**src/rtl/mm_stream_if.sv**
```systemverilog
// mm_stream_if: bundles the input stream, output stream, BRAM port and
// multiplier handshake of the matrix-multiply front-end controller.
// master = controller side, slave = environment (source, sink, BRAM, core).
interface mm_stream_if #(
   parameter int L_RAM_SIZE = 3,
   parameter int BITWIDTH   = 32
);
   logic [BITWIDTH-1:0]     s_tdata;
   logic                    s_tvalid;
   logic                    s_tready;
   logic                    s_tlast;
   logic [BITWIDTH-1:0]     m_tdata;
   logic                    m_tvalid;
   logic                    m_tready;
   logic                    m_tlast;
   logic [2*L_RAM_SIZE:0]   bram_addr;
   logic [BITWIDTH-1:0]     bram_wrdata;
   logic                    bram_we;
   logic [BITWIDTH-1:0]     bram_rddata;
   logic                    bram_sel;
   logic                    mm_start;
   logic                    mm_done;
   logic                    err;

   modport master (
      input  s_tdata, s_tvalid, s_tlast,
      output s_tready,
      output m_tdata, m_tvalid, m_tlast,
      input  m_tready,
      output bram_addr, bram_wrdata, bram_we, bram_sel,
      input  bram_rddata,
      output mm_start,
      input  mm_done,
      output err
   );

   modport slave (
      output s_tdata, s_tvalid, s_tlast,
      input  s_tready,
      input  m_tdata, m_tvalid, m_tlast,
      output m_tready,
      input  bram_addr, bram_wrdata, bram_we, bram_sel,
      output bram_rddata,
      input  mm_start,
      output mm_done,
      input  err
   );
endinterface

```
**src/rtl/mm_stream_ctrl.sv**
```systemverilog
// mm_stream_ctrl: front-end for the shared matrix BRAM. Loads A then B
// (2*N^2 words) from the input stream, kicks the multiplier, waits for done,
// then streams the N^2 results out through a 2-entry FIFO with backpressure.
// Optional macro MM_TLAST_CHECK_EN enables the sticky s_tlast framing check;
// without it s_tlast is ignored and err is tied low.
module mm_stream_ctrl #(
   parameter int L_RAM_SIZE = 3,
   parameter int BITWIDTH   = 32
) (
   input  logic         clk,
   input  logic         reset,
   mm_stream_if.master  bus
);
   localparam int AW = 2*L_RAM_SIZE + 1;
   localparam int N2 = 1 << (2*L_RAM_SIZE);
   localparam logic [AW-1:0] FILL_LAST = AW'(2*N2 - 1);
   localparam logic [AW-1:0] RD_END    = AW'(N2);
   localparam logic [AW-1:0] OUT_LAST  = AW'(N2 - 1);

   typedef enum logic [1:0] {S_FILL, S_KICK, S_WAIT, S_DRAIN} state_t;

   state_t              state, state_next;
   logic [AW-1:0]       fill_cnt, rd_cnt, out_cnt;
   logic                s_tready_r;
   logic [BITWIDTH-1:0] fifo_mem [2];
   logic                wr_ptr, rd_ptr;
   logic [1:0]          fifo_count;
   logic                inflight_p1;
   logic [2:0]          occupancy;
   logic                accept, pop, issue, fill_done, drain_done;
   logic                m_tvalid_c, sel_c, start_c;

   // Handshakes and read-issue decision. occupancy counts words already in
   // the FIFO or on their way from BRAM, net of the word leaving this cycle.
   assign accept     = (state == S_FILL) && s_tready_r && bus.s_tvalid;
   assign m_tvalid_c = (fifo_count != 2'd0);
   assign pop        = m_tvalid_c && bus.m_tready;
   assign occupancy  = {1'b0, fifo_count} + {2'b0, inflight_p1} - {2'b0, pop};
   assign issue      = (state == S_DRAIN) && (rd_cnt < RD_END) && (occupancy < 3'd2);
   assign fill_done  = accept && (fill_cnt == FILL_LAST);
   assign drain_done = pop && (out_cnt == OUT_LAST);

   // State register
   always_ff @(posedge clk or posedge reset) begin
      if (reset) state <= S_FILL;
      else       state <= state_next;
   end

   // Next-state logic, BRAM ownership and the start pulse
   always_comb begin
      state_next = state;
      sel_c      = 1'b1;
      start_c    = 1'b0;
      case (state)
         S_FILL:  if (fill_done) state_next = S_KICK;
         S_KICK: begin
            sel_c = 1'b0;
            // a done left over from the previous run must drop before we kick
            if (!bus.mm_done) begin
               start_c    = 1'b1;
               state_next = S_WAIT;
            end
         end
         S_WAIT: begin
            sel_c = 1'b0;
            if (bus.mm_done) state_next = S_DRAIN;
         end
         S_DRAIN: if (drain_done) state_next = S_FILL;
         default: state_next = S_FILL;
      endcase
   end

   // Counters, registered s_tready and the one-cycle BRAM read tracker
   always_ff @(posedge clk or posedge reset) begin
      if (reset) begin
         fill_cnt    <= '0;
         rd_cnt      <= '0;
         out_cnt     <= '0;
         s_tready_r  <= 1'b0;
         inflight_p1 <= 1'b0;
      end else begin
         s_tready_r  <= (state_next == S_FILL);
         inflight_p1 <= issue;
         if (accept) fill_cnt <= fill_cnt + 1'b1;
         if (issue)  rd_cnt   <= rd_cnt + 1'b1;
         if (pop)    out_cnt  <= out_cnt + 1'b1;
         if (drain_done) begin
            fill_cnt <= '0;
            rd_cnt   <= '0;
            out_cnt  <= '0;
         end
      end
   end

   // FIFO pointers and occupancy; push is the BRAM word issued last cycle
   always_ff @(posedge clk or posedge reset) begin
      if (reset) begin
         wr_ptr     <= 1'b0;
         rd_ptr     <= 1'b0;
         fifo_count <= 2'd0;
      end else begin
         if (inflight_p1) wr_ptr <= ~wr_ptr;
         if (pop)         rd_ptr <= ~rd_ptr;
         fifo_count <= fifo_count + {1'b0, inflight_p1} - {1'b0, pop};
      end
   end

   // FIFO storage captures BRAM read data on return
   always_ff @(posedge clk) begin
      if (inflight_p1) fifo_mem[wr_ptr] <= bus.bram_rddata;
   end

   assign bus.s_tready    = s_tready_r;
   assign bus.m_tvalid    = m_tvalid_c;
   assign bus.m_tdata     = m_tvalid_c ? fifo_mem[rd_ptr] : '0;
   assign bus.m_tlast     = m_tvalid_c && (out_cnt == OUT_LAST);
   assign bus.bram_we     = accept;
   assign bus.bram_addr   = (state == S_DRAIN) ? rd_cnt : fill_cnt;
   assign bus.bram_wrdata = accept ? bus.s_tdata : '0;
   assign bus.bram_sel    = sel_c;
   assign bus.mm_start    = start_c;

`ifdef MM_TLAST_CHECK_EN
   logic err_r;

   // Sticky framing error: tlast must be high exactly on the final input beat
   always_ff @(posedge clk or posedge reset) begin
      if (reset) err_r <= 1'b0;
      else if (accept && (bus.s_tlast != (fill_cnt == FILL_LAST))) err_r <= 1'b1;
   end

   assign bus.err = err_r;
`else
   logic unused_tlast;
   assign unused_tlast = bus.s_tlast;
   assign bus.err      = 1'b0;
`endif
endmodule

```
**src/flat_wrapper.sv**
```systemverilog
// flat-port wrapper written by rule: the top's interface ports become plain ports
module mm_stream_ctrl_flat 
#(
   parameter int L_RAM_SIZE = 3,
   parameter int BITWIDTH   = 32
)
  (clk, reset, bus_s_tdata, bus_s_tvalid, bus_s_tlast, bus_s_tready, bus_m_tdata, bus_m_tvalid, bus_m_tlast, bus_m_tready, bus_bram_addr, bus_bram_wrdata, bus_bram_we, bus_bram_sel, bus_bram_rddata, bus_mm_start, bus_mm_done, bus_err);
  mm_stream_if #(.L_RAM_SIZE(L_RAM_SIZE), .BITWIDTH(BITWIDTH)) bus_i ();
  input  logic clk;
  input  logic reset;
  input wire logic [$bits(bus_i.s_tdata)-1:0] bus_s_tdata;
  input wire logic [$bits(bus_i.s_tvalid)-1:0] bus_s_tvalid;
  input wire logic [$bits(bus_i.s_tlast)-1:0] bus_s_tlast;
  output wire logic [$bits(bus_i.s_tready)-1:0] bus_s_tready;
  output wire logic [$bits(bus_i.m_tdata)-1:0] bus_m_tdata;
  output wire logic [$bits(bus_i.m_tvalid)-1:0] bus_m_tvalid;
  output wire logic [$bits(bus_i.m_tlast)-1:0] bus_m_tlast;
  input wire logic [$bits(bus_i.m_tready)-1:0] bus_m_tready;
  output wire logic [$bits(bus_i.bram_addr)-1:0] bus_bram_addr;
  output wire logic [$bits(bus_i.bram_wrdata)-1:0] bus_bram_wrdata;
  output wire logic [$bits(bus_i.bram_we)-1:0] bus_bram_we;
  output wire logic [$bits(bus_i.bram_sel)-1:0] bus_bram_sel;
  input wire logic [$bits(bus_i.bram_rddata)-1:0] bus_bram_rddata;
  output wire logic [$bits(bus_i.mm_start)-1:0] bus_mm_start;
  input wire logic [$bits(bus_i.mm_done)-1:0] bus_mm_done;
  output wire logic [$bits(bus_i.err)-1:0] bus_err;
  assign bus_i.s_tdata = bus_s_tdata;
  assign bus_i.s_tvalid = bus_s_tvalid;
  assign bus_i.s_tlast = bus_s_tlast;
  assign bus_s_tready = bus_i.s_tready;
  assign bus_m_tdata = bus_i.m_tdata;
  assign bus_m_tvalid = bus_i.m_tvalid;
  assign bus_m_tlast = bus_i.m_tlast;
  assign bus_i.m_tready = bus_m_tready;
  assign bus_bram_addr = bus_i.bram_addr;
  assign bus_bram_wrdata = bus_i.bram_wrdata;
  assign bus_bram_we = bus_i.bram_we;
  assign bus_bram_sel = bus_i.bram_sel;
  assign bus_i.bram_rddata = bus_bram_rddata;
  assign bus_mm_start = bus_i.mm_start;
  assign bus_i.mm_done = bus_mm_done;
  assign bus_err = bus_i.err;
  mm_stream_ctrl #(.L_RAM_SIZE(L_RAM_SIZE), .BITWIDTH(BITWIDTH)) u_core (.clk(clk), .reset(reset), .bus(bus_i));
endmodule
```
**config.mk**
```make
export PLATFORM = sky130hd
export DESIGN_NAME = mm_stream_ctrl_flat
export DESIGN_NICKNAME = d
export VERILOG_FILES = /design/src/rtl/mm_stream_if.sv /design/src/rtl/mm_stream_ctrl.sv /design/src/flat_wrapper.sv
export SDC_FILE = /design/constraint.sdc
export NUM_CORES = 1
export LEC_CHECK = 0
export ABC_CLOCK_PERIOD_IN_PS = 6900
export BUFFER_PORTS_ARGS = -buffer_cell sky130_fd_sc_hd__buf_2
export CAP_MARGIN = 0
export CORE_AREA = 2 2 145 105
export DETAILED_ROUTE_END_ITERATION = 12
export DIE_AREA = 0 0 147 107
export SYNTH_ARGS = -nofsm -noshare
export SYNTH_HDL_FRONTEND = slang
export SYNTH_SLANG_ARGS = --single-unit
```
**constraint.sdc**
```tcl
create_clock -name clk -period 6.9 [get_ports clk]
set_input_delay 1.38 -clock clk [delete_from_list [all_inputs] [get_ports clk]]
set_output_delay 1.38 -clock clk [all_outputs]
set_load 0.005 [all_outputs]
```
After elaboration in Yosys (flattened, before gate mapping)
Memories as Yosys holds them, arrays and structs flattened.
Cells that the tools add are included.
{"block": "word_totals", "regBits": 29, "mem_count": 1, "elab_cells": 60, "ram_bits": 64, "inputBits": 70, "output_inout_bits": 78}
{"name": "u_core.fifo_mem", "words": 2, "word_bits": 32, "read_ports": 1, "rd_ports_with_merged_regs": 0, "write_ports": 1, "line_no": "mm_stream_ctrl.sv:25", "source": "logic [BITWIDTH-1:0] fifo_mem [2];"}
{"block": "op_classes", "reduce_logical": 15, "n_eq_ne": 5, "n_addsub": 7, "n_bitwise": 2, "mux": 19, "magnitude_cmp": 2}
{"cell": "$mux W32", "count": 2}
{"cell": "$mux W7", "count": 7}
{"cell": "$add A7 B1 Y7 const B", "count": 3}
{"cell": "$logic_and A1 B1 Y1", "count": 8}
{"cell": "$mux W2", "count": 4}
{"cell": "$pmux W2 S4", "count": 1}
{"cell": "$reduce_bool A2 Y1", "count": 4}
{"cell": "$eq A7 B6 Y1 const B", "count": 1}
{"cell": "$eq A7 B7 Y1 const B", "count": 1}
{"cell": "$lt A7 B7 Y1 const B", "count": 1}
{"cell": "$mux W1", "count": 5}
{"cell": "$eq A2 B2 Y1 const B", "count": 2}
{"cell": "$logic_not A2 Y1", "count": 2}
{"cell": "$add A2 B1 Y3", "count": 1}
{"cell": "$lt A3 B2 Y1 const B", "count": 1}
{"cell": "$sub A3 B1 Y3", "count": 1}
{"cell": "$add A2 B1 Y2", "count": 1}
{"cell": "$eq A2 B1 Y1 const B", "count": 1}
{"cell": "$not A1 Y1", "count": 2}
{"cell": "$reduce_or A2 Y1", "count": 1}
{"cell": "$sub A2 B1 Y2", "count": 1}

Depth between registers and ports, before layout
Gate-level depths: netlist of the first run.
{"block": "depth", "depth_word": 7, "ltp_mapped": 10, "ltp_nobuf": 10}

Least setup slack after synthesis of the first run
No wires, ideal clock.
{"block": "synth_timing", "kind": "input -> output", "startpoint": "in bus_s_tvalid", "endpoint": "out bus_bram_wrdata[22]", "arrival_ps": 2011, "path_slack_ps": 3509, "required_time_ps": 5520, "path_stages": 4, "path_buffers": 2, "cell_sequence": "and3_1 > buf_2 > clkbuf_1 > and2_1"}
{"block": "synth_between", "elab_chain_cells": 2}
{"item": "from (decl)", "line_no": "flat_wrapper.sv:12", "source": "input wire logic [$bits(bus_i.s_tvalid)-1:0] bus_s_tvalid;"}
{"item": "$logic_and A1 B1 Y1", "line_no": "mm_stream_ctrl.sv:35", "source": "assign accept = (state == S_FILL) && s_tready_r && bus.s_tvalid;"}
{"item": "net bus_bram_we", "line_no": "flat_wrapper.sv:21", "source": "output wire logic [$bits(bus_i.bram_we)-1:0] bus_bram_we;"}
{"item": "$mux W32", "line_no": "mm_stream_ctrl.sv:119", "source": "assign bus.bram_wrdata = accept ? bus.s_tdata : '0;"}
{"item": "to (decl)", "line_no": "flat_wrapper.sv:20", "source": "output wire logic [$bits(bus_i.bram_wrdata)-1:0] bus_bram_wrdata;"}
The timed path passes the listed nets, and every way through them passes these cells.

Final worst setup path of the first run
{"block": "layout_timing", "startpoint": "in bus_s_tvalid", "endpoint": "out bus_bram_wrdata[10]"}
{"block": "layout_between", "elab_chain_cells": 2}
{"item": "$logic_and A1 B1 Y1", "line_no": "mm_stream_ctrl.sv:35"}
{"item": "$mux W32", "line_no": "mm_stream_ctrl.sv:119"}
Every way passes these cells.

==> results.cfg, run 1 <==
[status]
run_status = finished clean

[worst_setup_path]
timing.critical_path.from_type = input port
worst_r2r_path_depth = 10
startpoint = bus_s_tvalid
timing.rr.start = u_core.fifo_count[1]$_DFF_PP0_
critPathCaptureType = output port
timing.critical_path.to = bus_bram_wrdata[10]
cpMostUsedCell = buf_2
arrival_ns = 2.72
reg2reg_slack_ns = 3.96
max_stage_delay_ns = 0.87
cp_cell_sequence = buf_2, and3_1, and2_1, buf_2
regToRegEndpoint = u_core.rd_cnt[5]$_DFFE_PP0P_
cp_max_stage_cell = and3_1
path_buf_inv = 2
cp.required_ns = 5.52
crit_type = input port to output port
cp_num_cells = 4
critical_path.max_fanout = 41
timing.critical_path.max_delay_family = simple AND/OR/NAND/NOR gates

[timing]
final_cycle_utilization_of_the_critical_path_pct = 59.4
layout_min_cycle_time_ns = 4.10
final-hold-violation-count = 0
tightest_slew_ns = 1.10
max_slew_margin_pct = 27.0
final-setup-viol-count = 0
timing.clock.skew_ns = 0.00581
unrepaired_setup_endpoints_after_global_routing = false
timing_max_transition_violations_final = 0
fmaxAchievable_mhz = 244
sum_of_negative_setup_slack_ns = 0

[clock_tree]
tritoncts = done
htreeDepth = 3
cts.sink_count = 93
clk_tree_root_cell = clkbuf_16
post_cts_buffers = 0
cts-buffers-inserted = 9
post_cts.resized_instances = 0
path_clk_slew_ns = 0.07
holdBufCountCts = 0
clkLatencyLatePin_ns = 0.34
clk_path_buf_depth = 2

[place]
dp_hpwl_um = 6490
io_buffer_count = 145
gpl.final_weighted_congestion = 0.750

[global_routing]
first_global_vias = 2848
grt_pass1_wl_um = 14700
grt_antenna_before_repair = 0
grt.overflow.total = 0
largest_net_degree_at_the_start_of_global_routing = 42
track_usage_pct = 12.0

[route]
post_drt_via_cell_ratio = 4.25
routedWlPerCell_um = 13.8
drt_iter0_markers = 101
drt_pre_antenna_iters = 4
drt-total-wl_um = 9260
total_number_of_vias = 2850
final_antenna_net_count = 0
met3_wirelength_um = 219
route.met2.wl_um = 4620
route.layer.met1.wl_um = 4320
drc_errors = 0
top_layer = met4

[power_and_ir_drop]
power.density_cell_area_mw_per_mm2 = 359
ir_worst_vdd_uv = 117
leakage_uw = 0.00246

[worst_hold_path]
hp-class = register to register
hp-start = u_core.out_cnt[6]$_DFFE_PP0P_

[logic_synthesis]
muxShareOfSynthArea_pct = 10.2
ys_types = 40
synth.cell_area_mm2 = 0.00423
cell_count_after_synthesis = 328
number_of_enable_flip_flop_cells_after_synthesis = 64
syn_area_per_cell_um2 = 12.9
cell_type_with_the_highest_aggregate_area_in_the_netlist = edfxtp_1
ys_seq_area_share_pct = 62.5
synth_simple_gate_area_share_pct = 14.2
yosys.area_share.adder_pct = 3.13
async_flop_share_pct = 31.2
postSynthNetCount = 408
synth_xor_xnor_area_share_pct = 3.49
netlist_top_cells_area = edfxtp_1 (45%), dfrtp_1 (17%), mux2i_1 (8.0%), and2_1 (5.2%), nor2_1 (4.3%)
synth_top_family_by_area = simple AND/OR/NAND/NOR gates
synthFlopType = edfxtp_1
postSynthRegisterBits = 93
synth-compound-area-share_pct = 3.25
synth_top_cell_area_share_pct = 45.4
synth-warning-count = 0

[die]
core-area_mm2 = 0.0144
die-area_mm2 = 0.0157
die_h_um = 107
io_pins = 148
initial_core_util_pct = 29.5
rows = 37
die-width_um = 147

[cells_and_area]
post-route-util_pct = 38.1
layout-area-overhead-vs-synth_pct = 29.2
n_antenna_cell = 0
drive_above_1_share_pct = 38.2
layout.nets = 551

[job]
max_cap_viol_count = 0
==> power breakdown <==
part           switching (µW)  leakage [µW]  internal (µW)
sequential                117      0.000940            660
combinational             329       0.00137            337
clock                     231      0.000152            291
total                     676       0.00246           1290
==> worst register-to-register path: stages, from the launching register on <==
cell,delay [ns]
dfrtp_1,0.47
o21ai_4,0.32
inv_1,0.16
ha_1,0.30
inv_1,0.04
ha_1,0.20
fa_1,0.52
nor3b_2,0.36
nand3_1,0.20
mux2i_1,0.15
nor3_1,0.16
==> final cells by class <==
| type | count | area [µm²] |
|---|---|---|
| multi-input cells | 205 | 1460 |
| repair buffers | 147 | 741 |
| flip-flops and latches | 93 | 2650 |
| inverters | 15 | 56.3 |
| clock buffers | 9 | 225 |
| well taps | 195 | 244 |
| fillers | 1436 | 8880 |
| clock inverters | 7 | 88.8 |
==> layer usage <==
metal	vias up	GRT usage, %
met2	40	19.6
met1	1378	15.7
met5	-	0
met4	0	3.71
met3	9	3.06
li1	1423	-
==> synthesized netlist by cell type, types with 2 or more instances <==
library cell,n
a21oi_1,2
a31oi_1,3
and2_1,35
and3_1,2
buf_2,5
buf_4,3
clkbuf_1,7
dfrtp_1,29
edfxtp_1,64
ha_1,9
inv_1,15
mux2_2,8
mux2i_1,34
nand2_1,9
nand3_1,7
nand4_1,6
nor2_1,48
nor2b_1,2
nor3_1,3
o21ai_0,4
xnor2_1,4
xor2_1,11
==> metrics by stage <==
step | setup slack [ns] | area (µm²) | std cells | hold slack, ns | total power, µW
floorplan | 3.51 | 4230 | 328 | 0.455 | 1190
detailed placement | 2.79 | 5150 | 655 | 0.478 | 1470
global route | 2.62 | 5470 | 671 | 0.495 | 2110
CTS | 2.79 | 5470 | 671 | 0.488 | 2000
finish | 2.80 | 5470 | 671 | 0.486 | 1960
global placement | 2.86 | 5150 | 655 | 0.472 | 1450
==> logic make-up (layout without fill, tap and decap cells) <==
| kind of cell | count (synthesis) | after routing |
|---|---|---|
| buffers and inverters | 30 | 178 |
| AO/OA/AOI/OAI | 18 | 18 |
| XOR/XNOR | 16 | 16 |
| adder cells (fa/ha/maj) | 10 | 10 |
| AND/OR/NAND/NOR | 118 | 118 |
| other | 1 | 1 |
| flip-flops | 93 | 93 |
| multiplexers | 42 | 42 |
==> worst min-delay path by stage <==
stage / end / slack [ns] / cells past startpoint
finish: u_core.out_cnt[6]$_DFFE_PP0P_ / 0.49 / 2
global route: u_core.out_cnt[6]$_DFFE_PP0P_ / 0.49 / 2
CTS: u_core.out_cnt[6]$_DFFE_PP0P_ / 0.49 / 2
detailed placement: u_core.out_cnt[6]$_DFFE_PP0P_ / 0.48 / 2
global placement: u_core.out_cnt[6]$_DFFE_PP0P_ / 0.47 / 2
floorplan: u_core.wr_ptr$_DFFE_PP0P_ / 0.46 / 1
==> sequential cells by signal, indices dropped and copies added (netlist names) <==
name and count:
u_core.fifo_mem 64, u_core.inflight_p1 1, u_core.fill_cnt 7, u_core.state 2, u_core.fifo_count 2, u_core.bus.s_tready 1, u_core.out_cnt 7, u_core.rd_cnt 7
u_core.rd_ptr 1, u_core.wr_ptr 1
==> cell usage in the layout (no fill, tap or decap), types with 2 or more instances in the layout <==
master     instances
edfxtp_1          64
nand3_1            7
dfrtp_1           28
a21oi_1            2
xnor2_1            4
buf_2            145
and3_1             2
nor2_1            48
inv_8              3
and2_1            34
ha_1               9
mux2i_1           34
mux2_2             8
clkbuf_16          9
nand2_1            9
buf_4              2
xor2_1            11
a31oi_1            3
nor3_1             3
inv_6              2
inv_1             15
nand4_1            6
o21ai_0            4
No activity file was read; power rests on OpenSTA's default activity.
==> inputs of run 2 (changes only) <==
--- a/config.mk
+++ b/config.mk
@@ -5,12 +5,13 @@
 export SDC_FILE = /design/constraint.sdc
 export NUM_CORES = 1
 export LEC_CHECK = 0
-export ABC_CLOCK_PERIOD_IN_PS = 6900
+export ABC_AREA = 1
+export ABC_CLOCK_PERIOD_IN_PS = 3600
 export BUFFER_PORTS_ARGS = -buffer_cell sky130_fd_sc_hd__buf_2
 export CAP_MARGIN = 0
-export CORE_AREA = 2 2 145 105
+export CORE_AREA = 2 2 147 106
 export DETAILED_ROUTE_END_ITERATION = 12
-export DIE_AREA = 0 0 147 107
+export DIE_AREA = 0 0 149 108
 export SYNTH_ARGS = -nofsm -noshare
 export SYNTH_HDL_FRONTEND = slang
 export SYNTH_SLANG_ARGS = --single-unit
==> constraint.sdc (replaced) <==
create_clock -name clk -period 3.6 [get_ports clk]
set_input_delay 0.72 -clock clk [delete_from_list [all_inputs] [get_ports clk]]
set_output_delay 0.72 -clock clk [all_outputs]
set_load 0.005 [all_outputs]
==> run 2 against run 1 <==
Against the previous run: sequential share of layout area decreased by 0.78 points; routed wire length increased by 9.2%; via count increased by 20%; register-to-register slack got worse by 2.9 ns; synthesized cell count increased by 37%; combinational power increased by 97%; clock skew increased by 0.0011 ns.
==> results.cfg, run 2 <==
[status]
run_status = finished clean

[power_and_ir_drop]
seqPwrFrac_pct = 37.1
power_uw = 3620
leakage_uw = 0.00273
power_switching_uw = 1300
switching_share_pct = 36.0
power.density_cell_area_mw_per_mm2 = 652
pwr-share-clk_pct = 26.8
internal_power_uw = 2320
ir_worst_vdd_uv = 220
power_frac_comb_pct = 36.1

[timing]
sum_of_negative_setup_slack_ns = 0
final-setup-viol-count = 0
timing_max_transition_violations_final = 0
worst_slack_ns = 0.706
max_slew_margin_pct = 23.7
unrepaired_setup_endpoints_after_global_routing = false
final-hold-violation-count = 0
tightest_slew_ns = 1.14
final_cycle_utilization_of_the_critical_path_pct = 80.4
timing.clock.skew_ns = 0.00693
layout_min_cycle_time_ns = 2.89
fmaxAchievable_mhz = 346
hold_slack_ns = 0.488

[cells_and_area]
non_filler_cells_final = 793
top_register = u_core.fifo_mem
mostFrequentLayoutCell = buf_2
largest_register_ff_count = 64
layout.nets = 673
n_antenna_cell = 0
layout-area-overhead-vs-synth_pct = 28.7
drive_above_1_share_pct = 29.9
nFillCells = 1485
commonest_cells_after_routing_fill_and_taps_aside = buf_2 (145), nand2_1 (109), inv_1 (71), edfxtp_1 (64), nor2_1 (48)

[logic_synthesis]
synthFlopType = edfxtp_1
synth_top_cell_area_share_pct = 44.5
post_synth_most_frequent_cells = nand2_1 (109), inv_1 (71), edfxtp_1 (64)
synth_most_common_cell = nand2_1
cell_type_with_the_highest_aggregate_area_in_the_netlist = edfxtp_1
synth.cell_area_mm2 = 0.00432
number_of_enable_flip_flop_cells_after_synthesis = 64
ys_seq_area_share_pct = 61.4
async_flop_share_pct = 31.2
ys_types = 35
postSynthRegisterBits = 93
synth-warning-count = 0
cell_count_after_synthesis = 449
syn_area_per_cell_um2 = 9.61
netlist_top_cells_area = edfxtp_1 (45%), dfrtp_1 (17%), nand2_1 (9.5%), inv_1 (6.2%), a21oi_1 (4.5%)
postSynthNetCount = 529

[route]
final_antenna_net_count = 0
drt_iter0_markers = 225
total_number_of_vias = 3413
drc_errors = 0
drt_pre_antenna_iters = 4
post_drt_via_cell_ratio = 4.30
routedWlPerCell_um = 12.7
drt-total-wl_um = 10100

[worst_setup_path]
reg2reg_slack_ns = 1.07
arrival_ns = 2.17
critPathCaptureType = output port
critical_path.max_fanout = 34
cp.required_ns = 2.88
timing.critical_path.from_type = register
crit_type = register to output port

[clock_tree]
path_clk_slew_ns = 0.07
clk_tree_root_cell = clkbuf_16
cts-buffers-inserted = 9
post_cts.resized_instances = 0
cts.sink_count = 93
holdBufCountCts = 0
htreeDepth = 3
post_cts_buffers = 0
clk_path_buf_depth = 2
tritoncts = done
clkLatencyLatePin_ns = 0.34

[place]
gpl.final_weighted_congestion = 0.785
place.detailed.instances = 777
io_buffer_count = 145
setup_slack_at_placement_ns = 0.699
dp_hpwl_um = 7120

[die]
die_h_um = 108
die-area_mm2 = 0.0161
rows = 37
core-area_mm2 = 0.0145
initial_core_util_pct = 29.7
io_pins = 148
die-width_um = 149

[global_routing]
grt_pass1_wl_um = 15800
largest_net_degree_at_the_start_of_global_routing = 35
first_global_vias = 3236
grt.overflow.total = 0
track_usage_pct = 12.7
grt_antenna_before_repair = 0

[worst_hold_path]
hp-class = register to register

[job]
max_cap_viol_count = 0
==> run 2: through the flow <==
| step | instance area, µm² | util [%] |
|---|---|---|
| 2_1_floorplan | 4320 | - |
| 6_report | 5550 | 38.2 |
| 3_5_place_dp | 5250 | 36.1 |
| 5_1_grt | 5550 | 38.2 |
| 4_1_cts | 5550 | 38.2 |
| 3_3_place_gp | 5250 | 36.1 |
==> run 2: cell families after synthesis <==
| kind of cell | share of synthesized area (%) |
|---|---|
| fa+ha+maj | 3.07 |
| xor+xnor | 1.62 |
| simple gates | 19.1 |
| other cells | 0.0869 |
| compound gates | 6.73 |
| flops | 61.4 |
| buf+inv | 8.03 |
==> run 2: area by class of cell <==
type	count	area [µm²]	share of cell area [%]
Inverter	73	274	4.93
Timing Repair Buffer	149	756	13.6
Clock buffer	9	225	4.05
Sequential cell	93	2650	47.7
Multi-Input combinational cell	267	1330	23.9
Clock inverter	7	78.8	1.42
Tap cell	195	244	4.39
==> run 2: layer usage <==
metal  up-vias  global-route usage, %  share of wire, %
met4         0                   3.88               1.3
met2        64                   21.0                50
li1       1723                      -                 -
met5         -                      0                 0
met3        13                   4.30               4.8
met1      1613                   15.8                44
==> run 2: final timing paths <==
check / start / end / depth (start not counted)
worst max register to register: u_core.fifo_count[1]$_DFF_PP0_ / u_core.rd_cnt[4]$_DFFE_PP0P_ / 13
max in group asynchronous: reset / u_core.rd_cnt[2]$_DFFE_PP0P_ / 2
worst min-delay path: u_core.out_cnt[6]$_DFFE_PP0P_ / u_core.out_cnt[6]$_DFFE_PP0P_ / 2
worst max-delay path: u_core.state[0]$_DFF_PP0_ / bus_bram_we / 5
worst min register to register: u_core.out_cnt[6]$_DFFE_PP0P_ / u_core.out_cnt[6]$_DFFE_PP0P_ / 2
min in group asynchronous: reset / u_core.fill_cnt[6]$_DFFE_PP0P_ / 2
==> run 2: worst max-delay path, stage by stage (launching register included) <==
cell	delay (ns)
dfrtp_1	0.45
inv_1	0.13
ha_1	0.28
nand3_2	0.50
inv_2	0.31
buf_2	0.16
==> run 2: power by group through the flow <==
| stage | combinational [µW] | clock, µW | sequential [µW] |
|---|---|---|---|
| final | 1310 | 969 | 1340 |
| after global routing | 1490 | 1040 | 1360 |
| after CTS | 1340 | 998 | 1340 |
| after detailed placement | 1330 | 0 | 1360 |
| after global placement | 1300 | 0 | 1360 |
| after floorplan | 783 | 0 | 1350 |
